**src/rtl/rslice_pkg.sv**
```systemverilog
// Shared types for the m00 read-data slice: widths, rresp encoding, beat payload, group helper.
package rslice_pkg;

    localparam int unsigned ID_W   = 4;
    localparam int unsigned DATA_W = 32;
    localparam int unsigned LEN_W  = 8;
    localparam int unsigned GRP_W  = 2;
    localparam int unsigned GRP_N  = 4;

    typedef enum logic [1:0] {
        RESP_OKAY   = 2'b00,
        RESP_EXOKAY = 2'b01,
        RESP_SLVERR = 2'b10,
        RESP_DECERR = 2'b11
    } rresp_e;

    typedef struct packed {
        logic [ID_W-1:0]   id;
        logic [DATA_W-1:0] data;
        logic              last;
        rresp_e            resp;
    } beat_t;

    // Burst tracking group is the top two ID bits.
    function automatic logic [GRP_W-1:0] grp_of(input logic [ID_W-1:0] id);
        return id[ID_W-1 -: GRP_W];
    endfunction

endpackage

```
**src/rtl/rdata_slice_m4_if.sv**
```systemverilog
// AXI R-channel bundle (id/data/last/resp/valid/ready) with master and slave views.
interface rdata_slice_m4_if;

    logic [rslice_pkg::ID_W-1:0]   rid;
    logic [rslice_pkg::DATA_W-1:0] rdata;
    logic                          rlast;
    logic [1:0]                    rresp;
    logic                          rvalid;
    logic                          rready;

    modport master (output rid, rdata, rlast, rresp, rvalid, input rready);
    modport slave  (input rid, rdata, rlast, rresp, rvalid, output rready);

endinterface

```
**src/rtl/rslice_skid2.sv**
```systemverilog
// Two-entry valid/ready skid buffer for beat_t; in_ready and all outputs are registered.
module rslice_skid2
    import rslice_pkg::*;
(
    input  logic  clk,
    input  logic  reset_n,
    input  logic  in_valid,
    input  beat_t in_beat,
    output logic  in_ready,
    output logic  out_valid,
    output beat_t out_beat,
    input  logic  out_ready
);

    logic  skid_full;
    beat_t skid_beat;
    logic  in_fire;
    logic  load_main;

    assign in_fire   = in_valid & in_ready;
    assign load_main = ~out_valid | out_ready;

    // in_ready always mirrors ~skid_full, so no input arrives while the skid drains.
    always_ff @(posedge clk or negedge reset_n) begin
        if (!reset_n) begin
            out_valid <= 1'b0;
            out_beat  <= '0;
            skid_full <= 1'b0;
            skid_beat <= '0;
            in_ready  <= 1'b1;
        end else if (load_main) begin
            if (skid_full) begin
                out_beat  <= skid_beat;
                out_valid <= 1'b1;
                skid_full <= 1'b0;
            end else begin
                out_valid <= in_fire;
                if (in_fire) begin
                    out_beat <= in_beat;
                end
            end
            in_ready <= 1'b1;
        end else if (in_fire) begin
            skid_beat <= in_beat;
            skid_full <= 1'b1;
            in_ready  <= 1'b0;
        end
    end

endmodule

```
**src/rtl/rdata_slice_m4.sv**
```systemverilog
// Registered R-channel slice for master 0 with per-group burst tracking and rlast checking.
// Optional: RSLICE_FORCE_LAST_EN forces rlast on the final beat and drains beats after a late retire.
module rdata_slice_m4
    import rslice_pkg::*;
(
    input  logic                 clk,
    input  logic                 reset_n,
    input  logic                 ar_fire,
    input  logic [ID_W-1:0]      ar_id,
    input  logic [LEN_W-1:0]     ar_len,
    output logic                 ar_stall,
    rdata_slice_m4_if.slave      s,
    rdata_slice_m4_if.master     m00_axi,
    output logic                 err_early,
    output logic                 err_late,
    output logic                 err_orphan,
    input  logic                 err_clr,
    output logic [GRP_N-1:0]     busy_grp
);

    logic [GRP_N-1:0]            busy, busy_n;
    logic [GRP_N-1:0][LEN_W-1:0] len, len_n;
    logic [GRP_N-1:0][LEN_W-1:0] cnt, cnt_n;
`ifdef RSLICE_FORCE_LAST_EN
    logic [GRP_N-1:0]            drain, drain_n;
`endif
    logic [GRP_W-1:0] sg, ag;
    logic             accept;
    logic             set_early, set_late, set_orphan;
    logic             drop, force_last;
    beat_t            in_beat, out_beat;
    logic             out_valid;

    assign sg       = grp_of(s.rid);
    assign ag       = grp_of(ar_id);
    assign accept   = s.rvalid & s.rready;
    assign ar_stall = busy[ag];
    assign busy_grp = busy;

    // Per-beat check against the group's expected length, then AR install.
    always_comb begin
        busy_n     = busy;
        len_n      = len;
        cnt_n      = cnt;
`ifdef RSLICE_FORCE_LAST_EN
        drain_n    = drain;
`endif
        set_early  = 1'b0;
        set_late   = 1'b0;
        set_orphan = 1'b0;
        drop       = 1'b0;
        force_last = 1'b0;
        if (accept) begin
`ifdef RSLICE_FORCE_LAST_EN
            if (drain[sg]) begin
                drop = 1'b1;
                if (s.rlast) begin
                    drain_n[sg] = 1'b0;
                end
            end else
`endif
            if (!busy[sg]) begin
                set_orphan = 1'b1;
            end else if (cnt[sg] == len[sg]) begin
                busy_n[sg] = 1'b0;
`ifdef RSLICE_FORCE_LAST_EN
                force_last = 1'b1;
                if (!s.rlast) begin
                    drain_n[sg] = 1'b1;
                end
`endif
                if (!s.rlast) begin
                    set_late = 1'b1;
                end
            end else if (s.rlast) begin
                set_early  = 1'b1;
                busy_n[sg] = 1'b0;
            end else begin
                cnt_n[sg] = cnt[sg] + LEN_W'(1);
            end
        end
        // A group retiring this cycle may take the new burst; a still-busy one ignores it.
        if (ar_fire && !busy_n[ag]) begin
            busy_n[ag] = 1'b1;
            len_n[ag]  = ar_len;
            cnt_n[ag]  = '0;
        end
    end

    always_ff @(posedge clk or negedge reset_n) begin
        if (!reset_n) begin
            busy       <= '0;
            len        <= '0;
            cnt        <= '0;
`ifdef RSLICE_FORCE_LAST_EN
            drain      <= '0;
`endif
            err_early  <= 1'b0;
            err_late   <= 1'b0;
            err_orphan <= 1'b0;
        end else begin
            busy <= busy_n;
            len  <= len_n;
            cnt  <= cnt_n;
`ifdef RSLICE_FORCE_LAST_EN
            drain <= drain_n;
`endif
            if (err_clr) begin
                err_early  <= 1'b0;
                err_late   <= 1'b0;
                err_orphan <= 1'b0;
            end else begin
                err_early  <= err_early  | set_early;
                err_late   <= err_late   | set_late;
                err_orphan <= err_orphan | set_orphan;
            end
        end
    end

    always_comb begin
        in_beat      = '0;
        in_beat.id   = s.rid;
        in_beat.data = s.rdata;
        in_beat.last = s.rlast | force_last;
        in_beat.resp = rresp_e'(s.rresp);
    end

    rslice_skid2 u_skid (
        .clk       (clk),
        .reset_n   (reset_n),
        .in_valid  (s.rvalid & ~drop),
        .in_beat   (in_beat),
        .in_ready  (s.rready),
        .out_valid (out_valid),
        .out_beat  (out_beat),
        .out_ready (m00_axi.rready)
    );

    assign m00_axi.rvalid = out_valid;
    assign m00_axi.rid    = out_beat.id;
    assign m00_axi.rdata  = out_beat.data;
    assign m00_axi.rlast  = out_beat.last;
    assign m00_axi.rresp  = out_beat.resp;

endmodule
```
**src/flat_wrapper.sv**
```systemverilog
// flat-port wrapper written by rule: the top's interface ports become plain ports
module rdata_slice_m4_flat import rslice_pkg::*;
  (clk, reset_n, ar_fire, ar_id, ar_len, ar_stall, err_early, err_late, err_orphan, err_clr, busy_grp, s_rid, s_rdata, s_rlast, s_rresp, s_rvalid, s_rready, m00_axi_rid, m00_axi_rdata, m00_axi_rlast, m00_axi_rresp, m00_axi_rvalid, m00_axi_rready);
  rdata_slice_m4_if s_i ();
  rdata_slice_m4_if m00_axi_i ();
  input  logic clk;
  input  logic reset_n;
  input  logic ar_fire;
  input  logic [ID_W-1:0] ar_id;
  input  logic [LEN_W-1:0] ar_len;
  output logic ar_stall;
  output logic err_early;
  output logic err_late;
  output logic err_orphan;
  input  logic err_clr;
  output logic [GRP_N-1:0] busy_grp;
  input wire logic [$bits(s_i.rid)-1:0] s_rid;
  input wire logic [$bits(s_i.rdata)-1:0] s_rdata;
  input wire logic [$bits(s_i.rlast)-1:0] s_rlast;
  input wire logic [$bits(s_i.rresp)-1:0] s_rresp;
  input wire logic [$bits(s_i.rvalid)-1:0] s_rvalid;
  output wire logic [$bits(s_i.rready)-1:0] s_rready;
  output wire logic [$bits(m00_axi_i.rid)-1:0] m00_axi_rid;
  output wire logic [$bits(m00_axi_i.rdata)-1:0] m00_axi_rdata;
  output wire logic [$bits(m00_axi_i.rlast)-1:0] m00_axi_rlast;
  output wire logic [$bits(m00_axi_i.rresp)-1:0] m00_axi_rresp;
  output wire logic [$bits(m00_axi_i.rvalid)-1:0] m00_axi_rvalid;
  input wire logic [$bits(m00_axi_i.rready)-1:0] m00_axi_rready;
  assign s_i.rid = s_rid;
  assign s_i.rdata = s_rdata;
  assign s_i.rlast = s_rlast;
  assign s_i.rresp = s_rresp;
  assign s_i.rvalid = s_rvalid;
  assign s_rready = s_i.rready;
  assign m00_axi_rid = m00_axi_i.rid;
  assign m00_axi_rdata = m00_axi_i.rdata;
  assign m00_axi_rlast = m00_axi_i.rlast;
  assign m00_axi_rresp = m00_axi_i.rresp;
  assign m00_axi_rvalid = m00_axi_i.rvalid;
  assign m00_axi_i.rready = m00_axi_rready;
  rdata_slice_m4 u_core (.clk(clk), .reset_n(reset_n), .ar_fire(ar_fire), .ar_id(ar_id), .ar_len(ar_len), .ar_stall(ar_stall), .s(s_i), .m00_axi(m00_axi_i), .err_early(err_early), .err_late(err_late), .err_orphan(err_orphan), .err_clr(err_clr), .busy_grp(busy_grp));
endmodule
```
**config.mk**
```make
export PLATFORM = sky130hd
export DESIGN_NAME = rdata_slice_m4_flat
export DESIGN_NICKNAME = d
export VERILOG_FILES = /design/src/rtl/rslice_pkg.sv /design/src/rtl/rdata_slice_m4_if.sv /design/src/rtl/rslice_skid2.sv /design/src/rtl/rdata_slice_m4.sv /design/src/flat_wrapper.sv
export SDC_FILE = /design/constraint.sdc
export NUM_CORES = 1
export LEC_CHECK = 0
export ABC_AREA = 1
export BUFFER_PORTS_ARGS = -buffer_cell sky130_fd_sc_hd__buf_4
export CAP_MARGIN = 10
export CORE_UTILIZATION = 55
export DETAILED_ROUTE_END_ITERATION = 8
export GPL_TIMING_DRIVEN = 0
export PLACE_DENSITY = 0.78
export SLEW_MARGIN = 20
export SYNTH_ARGS = -nofsm -noshare
export SYNTH_HDL_FRONTEND = slang
export SYNTH_SLANG_ARGS = --single-unit
```
**constraint.sdc**
```tcl
create_clock -name clk -period 2.85 [get_ports clk]
set_input_delay 0.4275 -clock clk [delete_from_list [all_inputs] [get_ports clk]]
set_output_delay 0.4275 -clock clk [all_outputs]
set_load 0.01 [all_outputs]
```
Yosys cells after proc, flatten, opt, wreduce, memory -nomap -nowiden --
Index checks and enable logic that the tools add are counted.
Cells by class: $add $sub $neg 1, bitwise operators 12, order comparisons 4, equal/unequal tests 1, muxes and demuxes 50, reductions and logical operators 8
Operators with widths (count):
- 32-bit 2-to-1 mux | 5
- 39-bit 2-to-1 mux | 2
- 32-bit bitwise mux | 2
- 32-bit bitwise AND | 1
- 8-bit binary-select mux with 2-bit select | 2
- 8-bit demux with 2-bit select | 2
- 8-bit 2-to-1 mux | 4
- 32-bit inverter | 1
- 1-bit 2-to-1 mux | 23
- 4-bit 2-to-1 mux | 5
- 8-bit by 1-bit adder with 8-bit output (second input constant) | 1
- 8-bit equality test | 1
- 1-bit binary-select mux with 2-bit select | 3
- 2-bit by 3-bit < comparator with 1-bit output (second input constant) | 2
- 4-bit bitwise AND | 1
- 1-bit demux with 2-bit select | 2
- 2-bit by 1-bit >= comparator with 1-bit output (second input constant) | 2
- 4-bit inverter | 1
- 1-bit bitwise OR | 4
- 4-bit bitwise OR | 1
- 2-bit AND reduction | 2
- 2-bit nonzero test | 2
- 1-bit logical AND | 3
- 1-bit inverter | 2
- other kinds (2) | 2
Storage, ports and cells: input port bits 57, output and inout bits 49, logic and storage cells 99, register bits after elaboration 152

Depth between registers and ports, before layout --
word-level depth 15, gate-level depth with buffers 20, depth with buffers taken out 19

Modules after synthesis --
Synthesis repeated with hierarchy kept, for this count alone.
Second synthesis, totals: cell total of the unflattened synthesis 1112, area, all modules 7883.8 um2
By module, submodules not included:
- rdata_slice_m4 | times used 1, cells each 641, seq. area each 1776.7 um2, area an instance 4285.4 um2
- rslice_skid2 | times used 1, cells each 471, seq. area each 2028.2 um2, area an instance 3598.5 um2

Least setup slack after synthesis --
OpenSTA, ideal clock, no wires.
path type input to register, start input s_rid[3], end register u_core.cnt[0] (netlist name), path slack 557 ps, arrival 2177 ps, cell stages on the path 18, required time 2734 ps, cell sequence buf_4 buf_2 buf_4 nand2_1 nand3_1 nand2_1 nand2_1 nand2_1 nor2_2 nand2_2 nand2_4 nand2_1 nand2_2 nand2_2 nor2_8 nand3_4 inv_4 nor2_1
RTL lines:
- start, declared | RTL line flat_wrapper.sv:17 | input wire logic [$bits(s_i.rid)-1:0] s_rid;
- end signal, assigned | RTL line rdata_slice_m4.sv:104 | cnt <= cnt_n;
- end, declared | RTL line rdata_slice_m4.sv:23 | logic [GRP_N-1:0][LEN_W-1:0] cnt, cnt_n;

==> metrics.yaml <==
crit_family: "simple AND/OR/NAND/NOR gates"
htree_levels: 4
io_buffer_count: 102
crit_path_max_fanout: 10
critPathCaptureType: "flop"
hold_slack_ps: 164
drv_cap: 0
synth_area_leader_cell: "dfrtp_1"
status: "complete, no violations"
row_count: 42
dp.cells: 1258
syn_area_sq_um: 7720
synthFlopType: "dfrtp_1"
slew_viol_final: 0
global_route.usage.met3_pct: 7.03
cts_resized: 0
antenna_left: 0
ys_types: 32
clkTransAtPathRegs_ps: 60
finalNonFillerCells: 1291
path_buf_inv: 4
powerDensity_nw_per_um2: 757
pin_count: 106
grt_pass1_wl_um: 32700
grt_pass1_vias: 6531
final_util_pct: 69.4
cp_cell_sequence: "buf_4 -> buf_6 -> nor2_1 -> nand2_1 -> nand3_1 -> nand2_1 -> nand2_1 -> nand2_1 -> nor2_2 -> nand2_2 -> nand2_4 -> nand2_1 -> nand2_1 -> nand2_1 -> inv_2 -> nand3_4 -> inv_4 -> nor2_1"
path_class: "input port to flop"
cts_buffers: 17
critPathRequiredTime_ps: 3160
max_freq_ghz: 0.374
dieWidth_um: 120
gr-usage-all-layers_pct: 29.3
ir_drop_uv: 531
crit_arrival_ps: 2980
num_antenna_cells: 0
top_usage_layer: "met2"
finalNetCount: 1160
slew_headroom_pct: 37.6
synth_area_leaders: "dfrtp_1, nand2_1, mux2_2, nor2_1, nand3_1"
antenna_found_initial: 0
grt_start_max_net_pins: 80
use_met1_pct: 37.9
routed_wirelength_um: 20300
wl_per_cell_um: 15.7
die_h_um: 120
ys_ff_latch: 152
p_leak_nw: 4.67
place_congestion: 0.955
clockBufferDepth: 2
yosysSeqAreaShare_pct: 49.3
num_vias: 6921
slowest_stage: "nor2_1"
cp-start-kind: "input port"
finClkSkew_ps: 10.5
yosys.area.top_type_share_pct: 48.9
place_hpwl_um: 14000
core-area_sq_um: 13500
clk-insertion-delay-late_ps: 430
drc_errors: 0
rsz0062_at_grt: "no"
start_util_pct: 57.4
crit_path_frequent_cell: "nand2_1"
drtPass1Iterations: 5
yosysWarnings: 0
min_path_type: "input port to flop"
post-route-period-util_pct: 93.8
syn-num-nets: 1037
met2_usage_pct: 49.0
avgSynthCellArea_sq_um: 7.89
synthArstFlopShare_pct: 100
synth-edff-count: 0
cts_tree: "built"
layout-drive-gt1-share_pct: 19.9
area_delta_synth_final_pct: 21.0
synth_cells: 979
worstMarginPinSlew_ps: 933
reg2reg_setup_slack_ps: 370
slowest_delay_ps: 450
cts-root-buf: "clkbuf_16"
setup_viol: 0
dieArea_sq_um: 14500
cts_sinks: 152
finalHoldViolCount: 0
grt_overflow: 0
initialDrtViolationCount: 675
post-route-min-period_ps: 2670
viasPerCell: 5.36
[routing by layer]
layer	wire length [um]	share of wire (%)
met1	8690	43
met2	9790	48
met3	1540	7.6
met4	298	1.5
met5	0	0
[cell families after synthesis]
group / synth area share [%]
flops: 49.3
buf+inv: 6.84
mux: 5.38
simple gates: 31.4
fa+ha+maj: 0.162
compound gates: 6.24
xor+xnor: 0.681
[metrics by stage]
| step | power [mW] | setup slack, ps | TNS (ps) | cell area (sq um) |
|---|---|---|---|---|
| final | 7.07 | 177 | 0 | 9340 |
| after global routing | 7.43 | 75.7 | 0 | 9340 |
| after CTS | 7.08 | 266 | 0 | 9340 |
| after detailed placement | 4.83 | -179 | -7280 | 8740 |
| after global placement | 4.76 | -149 | -5570 | 8710 |
| after floorplan | 4.09 | 557 | 0 | 7720 |
[cell usage in the layout, fill, tap and decap left out, types with 2 or more instances in the layout]
| cell type | Yosys | final |
|---|---|---|
| buf_4 | 5 | 106 |
| inv_6 | 0 | 3 |
| buf_6 | 9 | 9 |
| nand3_4 | 4 | 4 |
| inv_4 | 4 | 4 |
| mux2_2 | 36 | 36 |
| o22ai_1 | 2 | 2 |
| inv_1 | 54 | 54 |
| nor2_1 | 104 | 104 |
| nand2_2 | 5 | 5 |
| a31oi_1 | 39 | 39 |
| nand3_1 | 73 | 73 |
| clkbuf_16 | 0 | 17 |
| clkbuf_1 | 18 | 20 |
| clkinvlp_4 | 0 | 2 |
| dfrtp_1 | 151 | 151 |
| xor2_1 | 6 | 6 |
| buf_1 | 3 | 3 |
| clkinv_4 | 0 | 2 |
| nor2_2 | 5 | 5 |
| o21ai_0 | 32 | 32 |
| clkinv_2 | 0 | 2 |
| nor3_1 | 3 | 3 |
| nand2_1 | 385 | 385 |
| clkinv_1 | 4 | 4 |
| a21oi_1 | 13 | 13 |
| bufinv_16 | 0 | 2 |
| buf_2 | 9 | 9 |
| inv_2 | 6 | 6 |
[flip-flops by register name (all words and copies together) (netlist names)]
| signal | cells |
|---|---|
| u_core.busy_grp | 4 |
| u_core.err_late | 1 |
| u_core.u_skid.skid_full | 1 |
| u_core.u_skid.out_valid | 1 |
| u_core.len | 32 |
| u_core.u_skid.in_ready | 1 |
| u_core.cnt | 32 |
| u_core.err_early | 1 |
| u_core.err_orphan | 1 |
| u_core.u_skid.out_beat | 39 |
| u_core.u_skid.skid_beat | 39 |
[worst reg2reg max path, delay by kind of cell (launching register included)]
family                 cells  cell delay [ps]
buffers and inverters      2              400
and+or+nand+nor           15             1590
DFF                        1              390
[repair_timing]
item	4_1_cts	5_1_grt
setup buffers	0	0
hold buffers	1	0
endpoints found under the setup margin	0	0
hold endpoints to repair	8	0
[where the power goes]
| group | switching [mW] | leakage (nW) | internal, mW | total, mW |
|---|---|---|---|---|
| clock | 0.921 | 0.283 | 1.33 | 2.25 |
| sequential | 0.328 | 1.87 | 2.71 | 3.04 |
| combinational | 0.982 | 2.52 | 0.800 | 1.78 |
| total | 2.23 | 4.67 | 4.83 | 7.07 |
[area by class of cell]
cell class | instances | area, sq um
multi-input cells | 715 | 3390
clock inverters | 12 | 140
well taps | 176 | 220
flip-flops and latches | 152 | 3800
inverters | 68 | 265
fillers | 1100 | 4120
plain buffers | 44 | 263
repair buffers | 104 | 811
clock buffers | 20 | 447
[synth_stat cells, types with 3 or more instances]
| library cell | n |
|---|---|
| nand2_1 | 385 |
| dfrtp_1 | 151 |
| nor2_1 | 104 |
| nand3_1 | 73 |
| inv_1 | 54 |
| a31oi_1 | 39 |
| mux2_2 | 36 |
| o21ai_0 | 32 |
| clkbuf_1 | 18 |
| a21oi_1 | 13 |
| buf_2 | 9 |
| buf_6 | 9 |
| inv_2 | 6 |
| xor2_1 | 6 |
| buf_4 | 5 |
| nand2_2 | 5 |
| nor2_2 | 5 |
| clkinv_1 | 4 |
| inv_4 | 4 |
| nand3_4 | 4 |
| buf_1 | 3 |
| nor3_1 | 3 |
[path summary, 6_finish.rpt]
| check | end | from | depth (start not counted) |
|---|---|---|---|
| max in group asynchronous | u_core.cnt[20] | reset_n | 3 |
| worst min-delay path | u_core.err_early | err_clr | 2 |
| worst min register to register | u_core.len[8] | u_core.len[8] | 2 |
| worst max register to register | u_core.cnt[1] | u_core.cnt[16] | 17 |
| worst max-delay path | u_core.cnt[1] | s_rid[2] | 18 |
| min in group asynchronous | u_core.u_skid.skid_beat[18] | reset_n | 2 |
(Power assumes the default switching activity.)
